## src/rtl/bus_phase_pkg.sv

```systemverilog
// -----------------------------------------------------------------------------
// bus_phase_pkg
// Shared types and defaults for the bus phase generator.
//   speed_t    : phase-length divisor exponent (L = BASE_DIV >> speed, min 1)
//   DEF_*      : default values for the bus_phase_gen parameters
//   LEN_W      : width able to hold a phase length of 1..64 clk32 cycles
//   phase_len(): clamped phase length for a given base divider and speed
// -----------------------------------------------------------------------------
package bus_phase_pkg;

  typedef enum logic [1:0] {
    SPD_1X = 2'd0,
    SPD_2X = 2'd1,
    SPD_4X = 2'd2,
    SPD_8X = 2'd3
  } speed_t;

  localparam int DEF_PHASES      = 8;
  localparam int DEF_BASE_DIV    = 2;
  localparam int DEF_LATCH_PHASE = 5;
  localparam int DEF_HOLD_PHASE  = 3;

  localparam int LEN_W = 7;

  // Faster speeds shorten the phase; a base divider smaller than the shift
  // would give zero, which is clamped to a single clk32 cycle per phase.
  function automatic logic [LEN_W-1:0] phase_len(input int base_div, input speed_t spd);
    int l;
    l = base_div >> spd;
    return (l < 1) ? LEN_W'(1) : LEN_W'(l);
  endfunction

endpackage

```

## src/rtl/bus_phase_div.sv

```systemverilog
// -----------------------------------------------------------------------------
// bus_phase_div
// Phase-length counter. Counts 0..len-1 and signals an advance on the final
// count. A stall freezes the counter on its final count so the phase is
// stretched until the stall drops.
//   clk32   in  : clock
//   resb    in  : asynchronous active-low reset
//   len     in  : phase length in clk32 cycles (1..64)
//   stall   in  : hold the final count instead of advancing
//   last    out : counter is on the final count of the phase
//   advance out : phase advances on the next clk32 edge
// -----------------------------------------------------------------------------
module bus_phase_div
  import bus_phase_pkg::*;
(
  input  logic             clk32,
  input  logic             resb,
  input  logic [LEN_W-1:0] len,
  input  logic             stall,
  output logic             last,
  output logic             advance
);

  logic [LEN_W-2:0] count;

  // ">=" keeps the counter from running away should len ever shrink under it.
  assign last    = ({1'b0, count} >= (len - LEN_W'(1)));
  assign advance = last & ~stall;

  always_ff @(posedge clk32 or negedge resb) begin
    if (!resb) begin
      count <= '0;
    end else if (advance) begin
      // NOTE: sequential state uses non-blocking assignments so every register
      // in the design samples the values from before the clock edge.
      count <= '0;
    end else if (!last) begin
      count <= count + 1'b1;
    end
  end

endmodule

```

## src/rtl/bus_phase_gen.sv

```systemverilog
// -----------------------------------------------------------------------------
// bus_phase_gen
// Generates the phase sequence of a bus cycle from the fast clk32, together
// with the bus clock level, its edge enables and the per-phase strobes.
// Optional hold stretching is compiled in with the macro BUS_PHASE_HOLD_EN;
// without it the hold input is ignored and stalled is tied low.
//   clk32        in  : sole clock
//   resb         in  : asynchronous active-low reset
//   speed[1:0]   in  : requested divisor exponent, taken at the cycle wrap
//   hold         in  : stretch request for HOLD_PHASE
//   phase        out : one-hot current phase
//   phase_idx    out : binary current phase
//   phase_en     out : pulse in the first clk32 cycle of each phase
//   cycle_start  out : pulse at the start of phase 0
//   latch        out : pulse at the start of LATCH_PHASE
//   busclk       out : bus clock level, high in the first half of the cycle
//   busclk_en_p  out : clk32 cycle before busclk rises
//   busclk_en_n  out : clk32 cycle before busclk falls
//   stalled      out : a hold is currently extending HOLD_PHASE
//   speed_cur    out : speed in force for the current bus cycle
// -----------------------------------------------------------------------------
module bus_phase_gen
  import bus_phase_pkg::*;
#(
  parameter int PHASES      = DEF_PHASES,
  parameter int BASE_DIV    = DEF_BASE_DIV,
  parameter int LATCH_PHASE = DEF_LATCH_PHASE,
  parameter int HOLD_PHASE  = DEF_HOLD_PHASE
) (
  input  logic                      clk32,
  input  logic                      resb,
  input  logic [1:0]                speed,
  input  logic                      hold,
  output logic [PHASES-1:0]         phase,
  output logic [$clog2(PHASES)-1:0] phase_idx,
  output logic                      phase_en,
  output logic                      cycle_start,
  output logic                      latch,
  output logic                      busclk,
  output logic                      busclk_en_p,
  output logic                      busclk_en_n,
  output logic                      stalled,
  output logic [1:0]                speed_cur
);

  localparam int IDX_W = $clog2(PHASES);
  localparam int HALF  = PHASES / 2;

  logic [LEN_W-1:0] len;
  logic             last;
  logic             advance;
  logic             stall;
  logic             is_last_phase;
  logic [IDX_W-1:0] next_idx;

  assign len           = phase_len(BASE_DIV, speed_t'(speed_cur));
  assign is_last_phase = (phase_idx == IDX_W'(PHASES - 1));
  assign next_idx      = is_last_phase ? '0 : phase_idx + 1'b1;

`ifdef BUS_PHASE_HOLD_EN
  // Only a hold seen on the final count of HOLD_PHASE stretches the phase.
  assign stall = hold & last & (phase_idx == IDX_W'(HOLD_PHASE));
`else
  logic unused_hold;
  assign unused_hold = hold;
  assign stall       = 1'b0;
`endif

  bus_phase_div u_div (
    .clk32   (clk32),
    .resb    (resb),
    .len     (len),
    .stall   (stall),
    .last    (last),
    .advance (advance)
  );

  always_ff @(posedge clk32 or negedge resb) begin
    if (!resb) begin
      phase_idx <= '0;
      phase     <= {{(PHASES-1){1'b0}}, 1'b1};
      busclk    <= 1'b1;
      phase_en  <= 1'b0;
      speed_cur <= 2'd0;
    end else begin
      // Registered so it marks the first cycle of the phase just entered.
      phase_en <= advance;
      if (advance) begin
        phase_idx <= next_idx;
        phase     <= {{(PHASES-1){1'b0}}, 1'b1} << next_idx;
        busclk    <= (next_idx < IDX_W'(HALF));
        // Speed is only picked up at the wrap so a bus cycle never changes
        // its phase length part way through.
        if (is_last_phase) begin
          speed_cur <= speed;
        end
      end
    end
  end

  assign cycle_start = phase_en & (phase_idx == '0);
  assign latch       = phase_en & (phase_idx == IDX_W'(LATCH_PHASE));
  // Tied to advance, so a stalled phase can never raise a bus clock enable.
  assign busclk_en_p = advance & is_last_phase;
  assign busclk_en_n = advance & (phase_idx == IDX_W'(HALF - 1));
  assign stalled     = stall;

endmodule

```

## config.mk

```make
export PLATFORM = sky130hd
export DESIGN_NAME = bus_phase_gen
export DESIGN_NICKNAME = d
export VERILOG_FILES = /design/src/rtl/bus_phase_pkg.sv /design/src/rtl/bus_phase_div.sv /design/src/rtl/bus_phase_gen.sv
export SDC_FILE = /design/constraint.sdc
export NUM_CORES = 1
export LEC_CHECK = 0
export BUFFER_PORTS_ARGS = -buffer_cell sky130_fd_sc_hd__buf_4
export CELL_PAD_IN_SITES_DETAIL_PLACEMENT = 0
export CELL_PAD_IN_SITES_GLOBAL_PLACEMENT = 2
export CORE_MARGIN = 4
export CORE_UTILIZATION = 35
export CTS_CLUSTER_DIAMETER = 120
export CTS_CLUSTER_SIZE = 16
export DETAILED_ROUTE_END_ITERATION = 6
export MAX_ROUTING_LAYER = met4
export PLACE_DENSITY_LB_ADDON = 0.1
export SYNTH_ARGS = -nofsm -noshare
export SYNTH_HDL_FRONTEND = slang
export SYNTH_SLANG_ARGS = --single-unit
```

## constraint.sdc

```tcl
create_clock -name clk32 -period 4.9 [get_ports clk32]
set_input_delay 1.47 -clock clk32 [delete_from_list [all_inputs] [get_ports clk32]]
set_output_delay 1.47 -clock clk32 [all_outputs]
set_load 0.05 [all_outputs]
```

## Yosys cells after proc, flatten, opt, wreduce, memory -nomap -nowiden

Index checks and enable logic that the tools add are counted.

| word-level totals | value |
|---|---|
| register bits | 21 |
| bits in latches | 0 |
| memory bits (writable) | 0 |
| memory bits (read-only) | 0 |
| input bits | 5 |
| output and inout port bits | 20 |
| word-level logic and storage cells | 26 |
| memories | 0 |

| cells by class | value |
|---|---|
| add/sub/neg operators | 3 |
| $mul | 0 |
| divide/modulo/power cells | 0 |
| magnitude comparators | 3 |
| equality and inequality tests | 3 |
| shifts and indexed selects | 2 |
| mux-type cells | 3 |
| bitwise operators | 4 |
| reduce and logical (&&, ||, !) cells | 2 |

Operator list:

| cell | number |
|---|---|
| 32-bit by 2-bit less-than comparator with 1-bit output, second input constant | 1 |
| 2-bit by 2-bit right shift with 32-bit output, first input constant | 1 |
| 1-bit by 3-bit << shifter with 8-bit output, first input constant | 1 |
| 6-bit by 7-bit >= comparator with 1-bit output | 1 |
| 7-bit two-way mux | 1 |
| 7-bit by 1-bit subtractor with 7-bit output, second input constant | 1 |
| 6-bit by 1-bit adder with 6-bit output, second input constant | 1 |
| 3-bit equality test, second input constant | 2 |
| 6-bit two-way mux | 1 |
| 1-bit AND | 4 |
| 3-bit by 1-bit adder with 3-bit output, second input constant | 1 |
| 3-bit by 2-bit equality test with 1-bit output, second input constant | 1 |
| 3-bit zero test | 1 |
| 3-bit less-than comparator, second input constant | 1 |
| 3-bit two-way mux | 1 |
| 2-bit AND reduction | 1 |

## Logic depth before layout (Yosys ltp)

| logic depth | value |
|---|---|
| depth in word-level cells | 6 |
| depth in mapped cells | 8 |
| mapped depth without buffers | 5 |

## By module

A second synthesis with hierarchy kept.

| second synthesis, totals | value |
|---|---|
| cell total of the unflattened synthesis | 129 |
| area total of the unflattened synthesis | 1310.0 um2 |

By module, submodules not included:

| module | times used | cells each | area each (um2) | sequential area each (um2) |
|---|---|---|---|---|
| bus_phase_gen | 1 | 66 | 733.2 | 377.9 |
| bus_phase_div | 1 | 63 | 576.8 | 150.1 |

## Worst setup path before layout

Ideal clock, no wire load.

| timing path | value |
|---|---|
| path kind | register to output |
| from | register speed_cur[1] |
| to | output busclk_en_n |
| arrival time | 2.298 ns |
| data required time | 3.430 ns |
| slack | 1.132 ns |
| cell stages (with the launch flop) | 9 |
| path buffers | 3 |
| path through | dfrtp_1 nor2_1 ha_1 or3_1 clkbuf_1 or2_1 buf_6 buf_8 and2_1 |

| on the way | value |
|---|---|
| word-level cells in the longest chain between the ends | 6 |

Ends and longest elaborated chain:

| element | RTL line | text |
|---|---|---|
| start: declaration | bus_phase_gen.sv:43 | `output logic [1:0] speed_cur` |
| start signal: assignment | bus_phase_gen.sv:95 | `speed_cur <= speed;` |
| 2-bit by 2-bit right shift with 32-bit output (*) | bus_phase_pkg.sv:29 | `l = base_div >> spd;` |
| 32-bit by 2-bit less-than comparator with 1-bit output | bus_phase_pkg.sv:30 | `return (l < 1) ? LEN_W'(1) : LEN_W'(l);` |
| 7-bit two-way mux (*) | bus_phase_pkg.sv:30 |  |
| 7-bit by 1-bit subtractor with 7-bit output (*) | bus_phase_div.sv:27 | `assign last = ({1'b0, count} >= (len - LEN_W'(1)));` |
| 6-bit by 7-bit >= comparator with 1-bit output (*) | bus_phase_div.sv:27 |  |
| via advance | bus_phase_gen.sv:51 | `logic advance;` |
| 1-bit AND (*) | bus_phase_gen.sv:105 | `assign busclk_en_n = advance & (phase_idx == IDX_W'(HALF - 1));` |
| end: declaration | bus_phase_gen.sv:41 | `output logic busclk_en_n,` |

The timed path passes the listed nets; every way through them passes the cells marked *.

## Worst setup path in the final report

| timing path | value |
|---|---|
| from | register speed_cur[1] |
| to | output busclk_en_n |

| on the way | value |
|---|---|
| word-level cells in the longest chain between the ends | 6 |

Ends and longest elaborated chain:

| element | RTL line |
|---|---|
| 2-bit by 2-bit right shift with 32-bit output (*) | bus_phase_pkg.sv:29 |
| 32-bit by 2-bit less-than comparator with 1-bit output | bus_phase_pkg.sv:30 |
| 7-bit two-way mux (*) | bus_phase_pkg.sv:30 |
| 7-bit by 1-bit subtractor with 7-bit output (*) | bus_phase_div.sv:27 |
| 6-bit by 7-bit >= comparator with 1-bit output (*) | bus_phase_div.sv:27 |
| 1-bit AND (*) | bus_phase_gen.sv:105 |

Mark *: on every way between the ends. The rest lies on a longest branch, timed or not.

==> flow_summary_export.csv <==
group,metric,value,unit
detailed_routing,drtIter0Drc,19,
hold_path,hold_class,"register to register",
clocking,clkTransAtPathRegs,0.13,ns
die,core_area,2758,um^2
detailed_routing,drc,0,
critical_path,worstPathArrival,2.61,ns
yosys,ys_seq_area_share,52.62,%
clocking,holdBufCountCts,0,
critical_path,r2r_start,"speed_cur[1]",
global_route,grt.busiest_layer,"met2",
critical_path,crit_fanout,17,
yosys,avgSynthCellArea,11.95,um^2
detailed_routing,drtPass1Iterations,4,
detailed_routing,wire_per_inst,13.43,um
sta,setup_viol,0,
yosys,yosys.cell_types.count,30,
critical_path,slowest_stage,"or4b_1",
hold_path,hold_path_end,"u_div.count[0]",
yosys,synth.top_cell.area_share,47.38,%
yosys,yosys.area.top_type,"dfrtp_1",
critical_path,worst-path-buf-inv,1,
die,ios,25,
sta,finClkSkew,0.005415,ns
critical_path,rrSetupSlack,2.57,ns
critical_path,max_stage_delay,0.58,ns
critical_path,r2r_end,"phase[7]",
critical_path,critPathCaptureType,"output pin",
sta,max_freq,245.3,MHz
critical_path,cp_top_family,"simple AND/OR/NAND/NOR gates",
detailed_routing,antenna_left,0,
clocking,cts_made_buffers,3,
global_route,grt_use_met2,17.04,%
hold_path,min_from,"u_div.count[0]",
sta,maxSlewViolCount,0,
die,row_count,19,
clocking,cts_setup_buffers,0,
placement,dp_hpwl,1.300,mm
sta,rsz0062_at_grt,"no",
yosys,synthCells,84,
yosys,ys_ff_latch,21,
clocking,htree_levels,1,
die,die_w,61.55,um
critical_path,startpoint,"speed_cur[1]",
critical_path,path_cells,"nor2_1 -> ha_1 -> or4b_1 -> or2_1 -> and2_1 -> buf_4",
global_route,grt_overflow_total,0,
final_layout,drive_above_1_share,34.58,%
placement,port-buffer-count,22,
global_route,grtUsageTotal,11.12,%
sta,tightest_slew,0.7706,ns
global_route,grt_pass1_wl,2.960,mm
final_layout,area_growth,19.58,%
global_route,grt_use_met1,13.97,%
yosys,synth_warnings,0,
clocking,cts_tree,"yes",
detailed_routing,finalWirelength,1.853,mm
placement,gp_congestion,0.6714,
clocking,clock-sinks,21,
placement,place_inst,134,
clocking,cts_root_buffer,"clkbuf_4",
sta,slew_headroom,48.63,%
run_status,outcome,"completed",
global_route,gr-usage-met3,1.887,%
die,die_h,61.55,um
flow_run,max_cap_violations,0,
critical_path,crit_required,3.43,ns
clocking,cts_buffer_depth,2,
sta,fin_crit_sh,83.19,%
die,die-area,3788,um^2
yosys,yosys-top-cells-area,"dfrtp_1 (47%), mux2_4 (9.0%), ha_1 (8.7%)",
detailed_routing,viasPerCell,4.703,
critical_path,critical_path_class,"register to output pin",
sta,finalHoldViolCount,0,
final_layout,antennaDiodeCount,0,
global_route,grt_max_degree,22,
final_layout,final_util,43.51,%
die,initial_utilization,36.39,%
final_layout,final_cells,138,
hold_path,hold_path_depth,1,
global_route,grt_antenna_before_repair,0,
final_layout,fin_nets,120,
critical_path,reg2regPathDepth,5,
clocking,worstSkewPairLatency,0.30,ns
yosys,syn-cell-area,1003,um^2
sta,final.setup.tns,0,ns
sta,fin_crit,4.076,ns
critical_path,startpoint_type,"register",
global_route,grt_pass1_vias,643,
detailed_routing,via_count,649,
clocking,cts-resized-gates,0,
cells in the mapped netlist, drive strengths merged:
master  instances
nor2            5
or3             1
ha              7
and3            3
a21oi           2
nor4b           1
dfstp           2
conb            1
and2            1
nor4            1
o221ai          1
clkbuf          1
inv             9
buf             5
nor3b           2
or2             1
a41o            1
nor2b           2
o21bai          1
mux2            8
or4b            1
nor3            3
o21ai           6
dfrtp          19
metrics by stage:
step	area (um^2)	hold slack, ns	setup slack (ns)
6_report	1200	0.4711	0.8239
5_1_grt	1200	0.5038	0.6620
4_1_cts	1200	0.4798	0.7769
3_5_place_dp	1172	0.4617	1.150
3_3_place_gp	1172	0.4551	1.146
2_1_floorplan	1015	0.4284	1.132
metal layers:
| layer | vias up | wire [um] |
|---|---|---|
| li1 | 321 | - |
| met1 | 315 | 837 |
| met3 | 2 | 95 |
| met4 | 0 | 19 |
| met5 | - | 0 |
| met2 | 11 | 901 |
registers in the layout (all words and copies together), names as in the netlist:
register,cells
phase_en,1
u_div.count,6
phase_idx,3
speed_cur,2
phase,8
busclk,1
how the worst max path moves through the flow:
stage / end / cells past startpoint / slack, ns
finish: busclk_en_n / 6 / 0.82
global route: busclk_en_n / 6 / 0.66
CTS: busclk_en_n / 6 / 0.78
detailed placement: busclk_en_n / 6 / 1.15
global placement: busclk_en_n / 6 / 1.15
floorplan: busclk_en_n / 8 / 1.13
layout by cell type, fill, tap and decap left out, drive strengths merged, types with 2 or more instances in the layout:
cell	n
dfrtp	19
o21ai	6
clkbuf	3
ha	7
nor3	3
buf	22
a21oi	2
conb	4
and3	3
nor3b	2
mux2	8
nor2b	2
nor2	5
inv	9
dfstp	2
cells by family after synthesis:
group                    count (synthesis)  share of synthesized area [%]
adder cells (fa/ha/maj)                  7                          8.728
AND/OR/NAND/NOR                         21                          12.35
buffers and inverters                   15                          7.978
flip-flops                              21                          52.62
AO/OA/AOI/OAI                           11                          6.733
other                                    1                         0.3737
multiplexers                             8                          11.22
cell type report:
type | instances | area [um^2]
timing repair buffer | 22 | 165.2
inverter | 9 | 33.78
sequential | 21 | 528.0
clock buffer | 3 | 22.52
clock inverter | 1 | 5.005
tap | 31 | 38.79
multi-input combinational | 51 | 406.6
fill | 273 | 1558
Power is not shown: default switching activity piles up to over one toggle a cycle in this logic, so the estimate is an artifact.
